[config.mk]
export PLATFORM = sky130hd
export DESIGN_NAME = spi_tx_engine
export DESIGN_NICKNAME = d
export VERILOG_FILES = /design/src/rtl/spi_pkg.sv /design/src/rtl/spi_clk_gen.sv /design/src/rtl/spi_tx_engine.sv
export SDC_FILE = /design/constraint.sdc
export NUM_CORES = 1
export LEC_CHECK = 0
export CELL_PAD_IN_SITES_DETAIL_PLACEMENT = 1
export CELL_PAD_IN_SITES_GLOBAL_PLACEMENT = 1
export CORE_MARGIN = 10
export CORE_UTILIZATION = 42
export CTS_CLUSTER_DIAMETER = 100
export DETAILED_ROUTE_END_ITERATION = 8
export GPL_TIMING_DRIVEN = 0
export HOLD_SLACK_MARGIN = 0.15
export MAX_ROUTING_LAYER = met4
export PLACE_DENSITY_LB_ADDON = 0.12
export SYNTH_ARGS = -nofsm -noshare
export SYNTH_HDL_FRONTEND = slang
export SYNTH_SLANG_ARGS = --single-unit
[constraint.sdc]
create_clock -name clk_i -period 2.15 [get_ports clk_i]
set_input_delay 0.3225 -clock clk_i [delete_from_list [all_inputs] [get_ports clk_i]]
set_output_delay 0.3225 -clock clk_i [all_outputs]
set_load 0.005 [all_outputs]
[src/rtl/spi_pkg.sv]
// Shared types and default widths for the SPI master shift engine.
package spi_pkg;

    localparam int SPI_DATA_W = 8;
    localparam int SPI_DIV_W  = 8;

    typedef enum logic [2:0] {
        ST_IDLE  = 3'd0,
        ST_REQ   = 3'd1,
        ST_FETCH = 3'd2,
        ST_SHIFT = 3'd3,
        ST_DONE  = 3'd4
    } spi_state_t;

endpackage

[src/rtl/spi_clk_gen.sv]
// SCLK half-period generator: toggles sclk every div+1 cycles while run is high
// and flags which toggle (rising or falling) happens on the coming clock edge.
module spi_clk_gen
    import spi_pkg::*;
#(
    parameter int DIV_W = SPI_DIV_W
) (
    input  logic             clk_i,
    input  logic             rst_n,
    input  logic             clr,
    input  logic             run,
    input  logic [DIV_W-1:0] div,
    output logic             rise_stb,
    output logic             fall_stb,
    output logic             sclk
);

    logic [DIV_W-1:0] cnt_r;
    logic             sclk_r;
    logic             toggle_s;

    assign toggle_s = run && (cnt_r == div);
    assign rise_stb = toggle_s && !sclk_r;
    assign fall_stb = toggle_s && sclk_r;
    assign sclk     = sclk_r;

    // Half-period counter and SCLK level; parked low whenever not shifting.
    always_ff @(posedge clk_i or negedge rst_n) begin
        if (!rst_n) begin
            cnt_r  <= '0;
            sclk_r <= 1'b0;
        end else if (clr || !run) begin
            cnt_r  <= '0;
            sclk_r <= 1'b0;
        end else if (toggle_s) begin
            cnt_r  <= '0;
            sclk_r <= ~sclk_r;
        end else begin
            cnt_r  <= cnt_r + DIV_W'(1);
        end
    end

endmodule

[src/rtl/spi_tx_engine.sv]
// SPI mode-0 master shift engine: pulls bytes from the TX FIFO, shifts them out
// on MOSI, captures MISO on SCLK rises and pushes received bytes to the RX FIFO.
module spi_tx_engine
    import spi_pkg::*;
#(
    parameter int DATA_W = SPI_DATA_W,
    parameter int DIV_W  = SPI_DIV_W
) (
    input  logic              clk_i,
    input  logic              rst_n,
    input  logic              en_i,
    input  logic [DIV_W-1:0]  clk_div_i,
    input  logic              lsb_first_i,
    input  logic              tx_empty_i,
    output logic              tx_r_en_o,
    input  logic [DATA_W-1:0] tx_data_i,
    input  logic              rx_full_i,
    output logic              rx_w_en_o,
    output logic [DATA_W-1:0] rx_data_o,
    output logic              sclk_o,
    output logic              mosi_o,
    input  logic              miso_i,
    output logic              cs_n_o,
    output logic              busy_o,
    output logic              rx_overrun_o,
    input  logic              clr_ovr_i
);

    localparam int CNT_W = $clog2(DATA_W + 1);

    spi_state_t        state_r;
    spi_state_t        next_state_s;
    logic [DATA_W-1:0] tx_shift_r;
    logic [DATA_W-1:0] tx_shift_next_s;
    logic [DATA_W-1:0] rx_shift_r;
    logic [DATA_W-1:0] rx_data_r;
    logic [DIV_W-1:0]  div_r;
    logic              lsb_r;
    logic [CNT_W-1:0]  bit_cnt_r;
    logic              cs_n_r;
    logic              mosi_r;
    logic              tx_r_en_r;
    logic              rx_w_en_r;
    logic              busy_r;
    logic              ovr_r;
    logic              rise_stb_s;
    logic              fall_stb_s;
    logic              sclk_s;
    logic              clr_s;
    logic              run_s;
    logic              start_s;
    logic              frame_end_s;
    logic              done_entry_s;

    function automatic logic lead_bit(input logic [DATA_W-1:0] data, input logic lsb);
        if (lsb) begin
            return data[0];
        end else begin
            return data[DATA_W-1];
        end
    endfunction

    assign clr_s        = (state_r == ST_FETCH);
    assign run_s        = (state_r == ST_SHIFT);
    assign start_s      = en_i && !tx_empty_i;
    assign frame_end_s  = fall_stb_s && (bit_cnt_r == CNT_W'(DATA_W - 1));
    assign done_entry_s = (state_r == ST_SHIFT) && frame_end_s;

    spi_clk_gen #(
        .DIV_W (DIV_W)
    ) u_clk_gen (
        .clk_i    (clk_i),
        .rst_n    (rst_n),
        .clr      (clr_s),
        .run      (run_s),
        .div      (div_r),
        .rise_stb (rise_stb_s),
        .fall_stb (fall_stb_s),
        .sclk     (sclk_s)
    );

    // State register.
    always_ff @(posedge clk_i or negedge rst_n) begin
        if (!rst_n) begin
            state_r <= ST_IDLE;
        end else begin
            state_r <= next_state_s;
        end
    end

    // Next-state decode; en_i only matters at frame boundaries.
    always_comb begin
        next_state_s = state_r;
        case (state_r)
            ST_IDLE: begin
                if (start_s) begin
                    next_state_s = ST_REQ;
                end else begin
                    next_state_s = ST_IDLE;
                end
            end
            ST_REQ:   next_state_s = ST_FETCH;
            ST_FETCH: next_state_s = ST_SHIFT;
            ST_SHIFT: begin
                if (frame_end_s) begin
                    next_state_s = ST_DONE;
                end else begin
                    next_state_s = ST_SHIFT;
                end
            end
            ST_DONE: begin
                if (start_s) begin
                    next_state_s = ST_REQ;
                end else begin
                    next_state_s = ST_IDLE;
                end
            end
            default: next_state_s = ST_IDLE;
        endcase
    end

    // TX shift register after one more bit has gone out, in the latched order.
    always_comb begin
        tx_shift_next_s = tx_shift_r;
        if (lsb_r) begin
            tx_shift_next_s = tx_shift_r >> 1;
        end else begin
            tx_shift_next_s = tx_shift_r << 1;
        end
    end

    // Frame datapath: latch settings and data in FETCH, shift on SCLK edges.
    always_ff @(posedge clk_i or negedge rst_n) begin
        if (!rst_n) begin
            tx_shift_r <= '0;
            rx_shift_r <= '0;
            div_r      <= '0;
            lsb_r      <= 1'b0;
            bit_cnt_r  <= '0;
        end else if (state_r == ST_FETCH) begin
            tx_shift_r <= tx_data_i;
            rx_shift_r <= '0;
            div_r      <= clk_div_i;
            lsb_r      <= lsb_first_i;
            bit_cnt_r  <= '0;
        end else if (state_r == ST_SHIFT) begin
            if (fall_stb_s) begin
                tx_shift_r <= tx_shift_next_s;
                bit_cnt_r  <= bit_cnt_r + CNT_W'(1);
            end
            if (rise_stb_s) begin
                if (lsb_r) begin
                    rx_shift_r <= {miso_i, rx_shift_r[DATA_W-1:1]};
                end else begin
                    rx_shift_r <= {rx_shift_r[DATA_W-2:0], miso_i};
                end
            end
        end
    end

    // Registered pad-side outputs; CS stays low across back-to-back frames.
    always_ff @(posedge clk_i or negedge rst_n) begin
        if (!rst_n) begin
            cs_n_r <= 1'b1;
            mosi_r <= 1'b0;
            busy_r <= 1'b0;
        end else begin
            busy_r <= (next_state_s != ST_IDLE);
            if (next_state_s == ST_IDLE) begin
                cs_n_r <= 1'b1;
            end else if (next_state_s == ST_SHIFT) begin
                cs_n_r <= 1'b0;
            end
            if (next_state_s == ST_IDLE) begin
                mosi_r <= 1'b0;
            end else if (state_r == ST_FETCH) begin
                mosi_r <= lead_bit(tx_data_i, lsb_first_i);
            end else if (fall_stb_s && !frame_end_s) begin
                mosi_r <= lead_bit(tx_shift_next_s, lsb_r);
            end
        end
    end

    // FIFO strobes, received byte and sticky overrun (set beats clear).
    always_ff @(posedge clk_i or negedge rst_n) begin
        if (!rst_n) begin
            tx_r_en_r <= 1'b0;
            rx_w_en_r <= 1'b0;
            rx_data_r <= '0;
            ovr_r     <= 1'b0;
        end else begin
            tx_r_en_r <= (next_state_s == ST_REQ);
            rx_w_en_r <= done_entry_s && !rx_full_i;
            if (done_entry_s && !rx_full_i) begin
                rx_data_r <= rx_shift_r;
            end
            if (done_entry_s && rx_full_i) begin
                ovr_r <= 1'b1;
            end else if (clr_ovr_i) begin
                ovr_r <= 1'b0;
            end
        end
    end

    assign tx_r_en_o    = tx_r_en_r;
    assign rx_w_en_o    = rx_w_en_r;
    assign rx_data_o    = rx_data_r;
    assign sclk_o       = sclk_s;
    assign mosi_o       = mosi_r;
    assign cs_n_o       = cs_n_r;
    assign busy_o       = busy_r;
    assign rx_overrun_o = ovr_r;

endmodule

-- Word level (Yosys, flattened, before mapping)
Index checks and enable logic that the tools add are counted.
- register bits: 55
- word-level logic and storage cells: 81
- $add $sub $neg: 2
- equal/unequal tests: 8
- mux-type cells: 27
- bitwise gates (word level): 1
- reductions and logical operators: 28
- operators by type and width (cell ; number):
    $mux W8 ; 10
    $mux W1 ; 12
    $mux W4 ; 3
    $pmux W3 S4 ; 1
    $reduce_bool A2 Y1 ; 6
    $eq A3 B2 Y1 const B ; 3
    $logic_and A1 B1 Y1 ; 9
    $add A8 B1 Y8 const B ; 1
    $eq A8 B8 Y1 ; 1
    $eq A3 B1 Y1 const B ; 2
    $logic_not A3 Y1 ; 2
    $reduce_bool A3 Y1 ; 2
    $logic_not A1 Y1 ; 5
    $add A4 B1 Y4 const B ; 1
    $eq A4 B3 Y1 const B ; 1
    $reduce_and A2 Y1 ; 2
    $eq A3 B3 Y1 const B ; 1
    $mux W3 ; 1
    $reduce_or A2 Y1 ; 1
    $logic_or A1 B1 Y1 ; 1
    $not A1 Y1 ; 1

-- Logic depth before layout (Yosys ltp)
- depth after elaboration: 9
- mapped depth: 6

-- Cells and area by module
Synthesis repeated with hierarchy kept, for this count alone.
- cell total of the unflattened synthesis: 243
- area, all modules: 2685.1 um2
- by module, submodules not included (module ; instances ; cells each ; area each (um2)):
    spi_tx_engine ; 1 ; 193 ; 2183.3
    spi_clk_gen ; 1 ; 50 ; 501.7

-- Worst setup path before layout
OpenSTA, ideal clock, no wires.
- path type: register to register
- start point: reg u_clk_gen.cnt_r[0]
- end point: reg rx_data_r[0], in the netlist rx_data_o[0]
- library setup time: 125 ps
- arrival time: 1701 ps
- data required time: 2025 ps
- path slack: 324 ps
- stages on the path, launching flop included: 5
- path buffers: 0
- path through: dfrtp_1 xnor2_1 nand4_1 nor4b_4 mux2_2
- longest elaborated chain between the ends: 6
- ends and longest elaborated chain (what ; RTL line ; source):
    start, declared ; spi_clk_gen.sv:18 ; logic [DIV_W-1:0] cnt_r;
    start signal, assigned ; spi_clk_gen.sv:39 ; cnt_r <= cnt_r + DIV_W'(1);
    $eq A8 B8 Y1 ; spi_clk_gen.sv:22 ; assign toggle_s = run && (cnt_r == div);
    $logic_and A1 B1 Y1 ; spi_clk_gen.sv:22 ;
    $logic_and A1 B1 Y1 ; spi_clk_gen.sv:24 ; assign fall_stb = toggle_s && sclk_r;
    $logic_and A1 B1 Y1 ; spi_tx_engine.sv:66 ; assign frame_end_s = fall_stb_s && (bit_cnt_r == CNT_W'(DATA_W - 1));
    $logic_and A1 B1 Y1 ; spi_tx_engine.sv:67 ; assign done_entry_s = (state_r == ST_SHIFT) && frame_end_s;
    $logic_and A1 B1 Y1 ; spi_tx_engine.sv:194 ; if (done_entry_s && !rx_full_i) begin
    end signal, assigned ; spi_tx_engine.sv:195 ; rx_data_r <= rx_shift_r;
    end, declared ; spi_tx_engine.sv:36 ; logic [DATA_W-1:0] rx_data_r;
No other way between the ends.
A chain may end at the register's enable or synchronous reset.

-- Worst setup path in the final report
- start point: reg u_clk_gen.cnt_r[0]
- end point: reg tx_shift_r[3]
- longest elaborated chain between the ends: 5
- ends and longest elaborated chain (what ; RTL line ; source):
    $eq A8 B8 Y1 ; spi_clk_gen.sv:22 ;
    $logic_and A1 B1 Y1 ; spi_clk_gen.sv:22 ;
    $logic_and A1 B1 Y1 ; spi_clk_gen.sv:24 ;
    $reduce_bool A2 Y1 (no line) ; n/a ;
    $reduce_and A2 Y1 (no line) ; n/a ;
    end signal, assigned ; spi_tx_engine.sv:141 ; tx_shift_r <= tx_data_i;
    end signal, assigned ; spi_tx_engine.sv:148 ; tx_shift_r <= tx_shift_next_s;
    end, declared ; spi_tx_engine.sv:33 ; logic [DATA_W-1:0] tx_shift_r;
No other way between the ends.

==> key figures <==
Yosys
  – Syn Area/Cell: 10.7 sq um
  – Post-synthesis sequential area ratio: 0.507
  – Synth Cell Area: 0.00272 sq mm
  – Cells after synthesis: 255
  – #FFs+latches synth: 55
  – Ys async rst share: 1.00
  – Distinct cells, synth: 40
  – Synth warn: 0
  – Post-synth EDFFs: 0
  – Mapped Nets: 281
  – Commonest register cell after synthesis: dfrtp_1

Final layout
  – Register area: 0.00138 sq mm
  – N_diodes: 0
  – Final nets: 332
  – Area delta synth->final: 24.4%
  – Share of cells above drive strength 1: 0.134
  – Most frequent cells in the layout: 54 x dfrtp_1, 47 x nand2_1, 37 x clkdlybuf4s50_1
  – Core Util, Final: 0.535
  – Most common cell after layout, fill and taps aside: dfrtp_1
  – Multi-input logic area: 0.00129 sq mm
  – Fill cells: 703

Drt
  – Vias/cell: 5.57
  – Routed wire per std cell: 17.9 microns
  – DRT iter0 DRCs: 91
  – DRC: 0
  – 1st-pass router iterations: 4
  – DRT Wirelength: 6870 microns
  – Vias: 2138
  – Post-DRT Antenna Nets: 0

Critical path
  – Worst reg2reg setup slack: 130 ps
  – Worst flop-to-flop path startpoint: u_clk_gen.cnt_r[0]$_DFF_PN0_
  – Crit path arrival time: 2210 ps
  – R2R Path End: tx_shift_r[3]$_DFFE_PN0P_
  – WP data required: 2340 ps
  – CP endpoint kind: flop
  – Crit-path max FO: 10
  – Critical path class: flop to flop
  – R2r worst-path depth: 6
  – Crit start category: flop

Clocking
  – CTS Buffer Depth: 2
  – CTS tree: built
  – CTS buffer count: 5
  – Clock latency at the later pin of the worst-skew pair: 310 ps
  – CTS root buf: clkbuf_8
  – Clock sinks: 55
  – Reg clk slew, reported paths: 100 ps
  – H-tree Lvls: 2

GRT
  – Vias in the first global route: 2299
  – First-pass GRT wire length: 11600 microns
  – Initial antenna violation count: 0
  – Largest net degree at the start of global routing: 37
  – GR Overflow Total: 0
  – Global Route Usage Sum: 0.143

STA
  – Worst Clk Skew: 5.01 ps
  – Slew HR: 0.507
  – Fmax: 494 MHz
  – Setup Viol. Count Final: 0
  – Final setup margin: 127 ps
  – Hold Vio Cnt, Final: 0
  – Max-slew violations: 0
  – Tmin final: 2020 ps
  – Fraction of the cycle the final worst path needs: 0.941
  – WHS: 494 ps
  – Worst Tran Pin Value: 736 ps

Floorplan
  – I/O pin cnt: 39
  – Core Box Area: 0.00631 sq mm
  – Number of core rows: 29
  – DIE AREA: 0.0101 sq mm
  – Die width: 100 microns
  – Chip height: 100 microns
  – Initial core utilization: 0.430

Power
  – Max rail drop VDD: 0.380 mV
  – PD cells: 774 mW/mm^2
  – Leakage power: 1.50 nW

Placement
  – Pre-CTS WS: -222 ps
  – Gpl congestion: 0.805
  – HPWL after detailed placement: 4930 microns
  – Port buffer count: 38

Flow run
  – Max cap viols: 0

Status
  – Outcome: finished, final reports clean

Worst hold path
  – Hold Path Class: input pin to async pin
-- power by group --
group,total [mW],switching [mW],internal (mW)
clock,0.596,0.362,0.234
combinational,0.737,0.396,0.341
sequential,1.28,0.140,1.14
total,2.62,0.898,1.72
-- cell usage after synthesis (2+ instances only) --
library cell	instances	area (sq um)
or4_1	4	30.0
and2_1	7	43.8
o211ai_1	3	22.5
mux2_2	14	158
nand2_1	47	176
o21ai_0	7	35.0
mux2i_1	20	200
nor2_1	5	18.8
nand3b_1	2	15.0
nand4_1	5	31.3
and4_1	2	17.5
inv_1	2	7.51
ha_1	2	25.0
nor2b_1	2	12.5
a21oi_1	4	20.0
clkbuf_1	11	41.3
and3_1	3	18.8
o31ai_1	4	30.0
buf_1	2	7.51
buf_2	2	10.0
a31oi_1	10	62.6
xnor2_1	13	114
nand3_1	5	25.0
dfrtp_1	54	1350
o41ai_1	6	52.6
nand2b_1	5	31.3
-- critical path, stage by stage (launching register included) --
cell,delay [ps]
dfrtp_1,460
xnor2_1,280
nand4_1,130
buf_4,180
clkbuf_1,250
o41ai_1,460
o21ai_0,140
-- worst max path at each step --
| stage | from | cells past startpoint | end | slack (ps) |
|---|---|---|---|---|
| after floorplan | u_clk_gen.cnt_r[0]$_DFF_PN0_ | 4 | rx_data_o[0]$_DFFE_PN0P_ | 320 |
| after global placement | rst_n | 1 | div_r[0]$_DFFE_PN0P_ | -1080 |
| after detailed placement | u_clk_gen.cnt_r[0]$_DFF_PN0_ | 4 | rx_data_o[2]$_DFFE_PN0P_ | -220 |
| after CTS | u_clk_gen.cnt_r[1]$_DFF_PN0_ | 5 | tx_shift_r[3]$_DFFE_PN0P_ | 70 |
| after global routing | u_clk_gen.cnt_r[0]$_DFF_PN0_ | 5 | mosi_o$_DFFE_PN0P_ | -8 |
| final | u_clk_gen.cnt_r[0]$_DFF_PN0_ | 6 | tx_shift_r[3]$_DFFE_PN0P_ | 130 |
-- cells by family (layout without fill, tap and decap cells) --
group	count (synthesis)	in the layout	share of synthesized area
buffers and inverters	18	70	0.0285
DFF	55	55	0.507
and+or+nand+nor	96	96	0.191
xor gates and xnor gates	14	14	0.0451
AOI/OAI and AO/OA	36	36	0.0879
muxes	34	34	0.132
adders and majority gates	2	2	0.00921
-- timing repair --
| action | 4_1_cts | 5_1_grt |
|---|---|---|
| pin swaps | 2 | 1 |
| hold buffers | 1 | 0 |
| hold endpoints to repair | 18 | 0 |
| buffers inserted | 4 | 0 |
| setup endpoints to repair | 11 | 14 |
| resized for setup | 0 | 7 |
-- sequential cells by signal, summed over array words and instances (netlist names), 3 cells and up --
signal / cells
div_r: 8
bit_cnt_r: 4
rx_shift_r: 8
tx_shift_r: 8
state_r: 3
u_clk_gen.cnt_r: 8
rx_data_o: 8
-- final cells by class --
type,instances,area share
multi-input combinational,182,0.380
inverter,2,0.00222
buffer,16,0.0215
clock inverter,3,0.00703
clock buffer,5,0.0204
tap,77,0.0285
timing repair buffer,44,0.132
sequential,55,0.407
-- per-layer routing --
metal | GRT usage | vias up | part of all wire
li1 | - | 1008 | -
met1 | 0.180 | 1085 | 0.46
met2 | 0.229 | 40 | 0.49
met3 | 0.0282 | 5 | 0.038
met4 | 0.0359 | 0 | 0.0073
met5 | - | - | 0
-- metrics by stage --
stage               power, mW  cells  TNS [ps]  cell area, sq um
floorplan                1.73    255         0              2720
global placement         1.95    370    -59830              3190
detailed placement       1.99    371     -1670              3210
CTS                      2.61    384         0              3350
global route             2.76    384     -7.67              3380
finish                   2.62    384         0              3380
(Power assumes the default switching activity.)
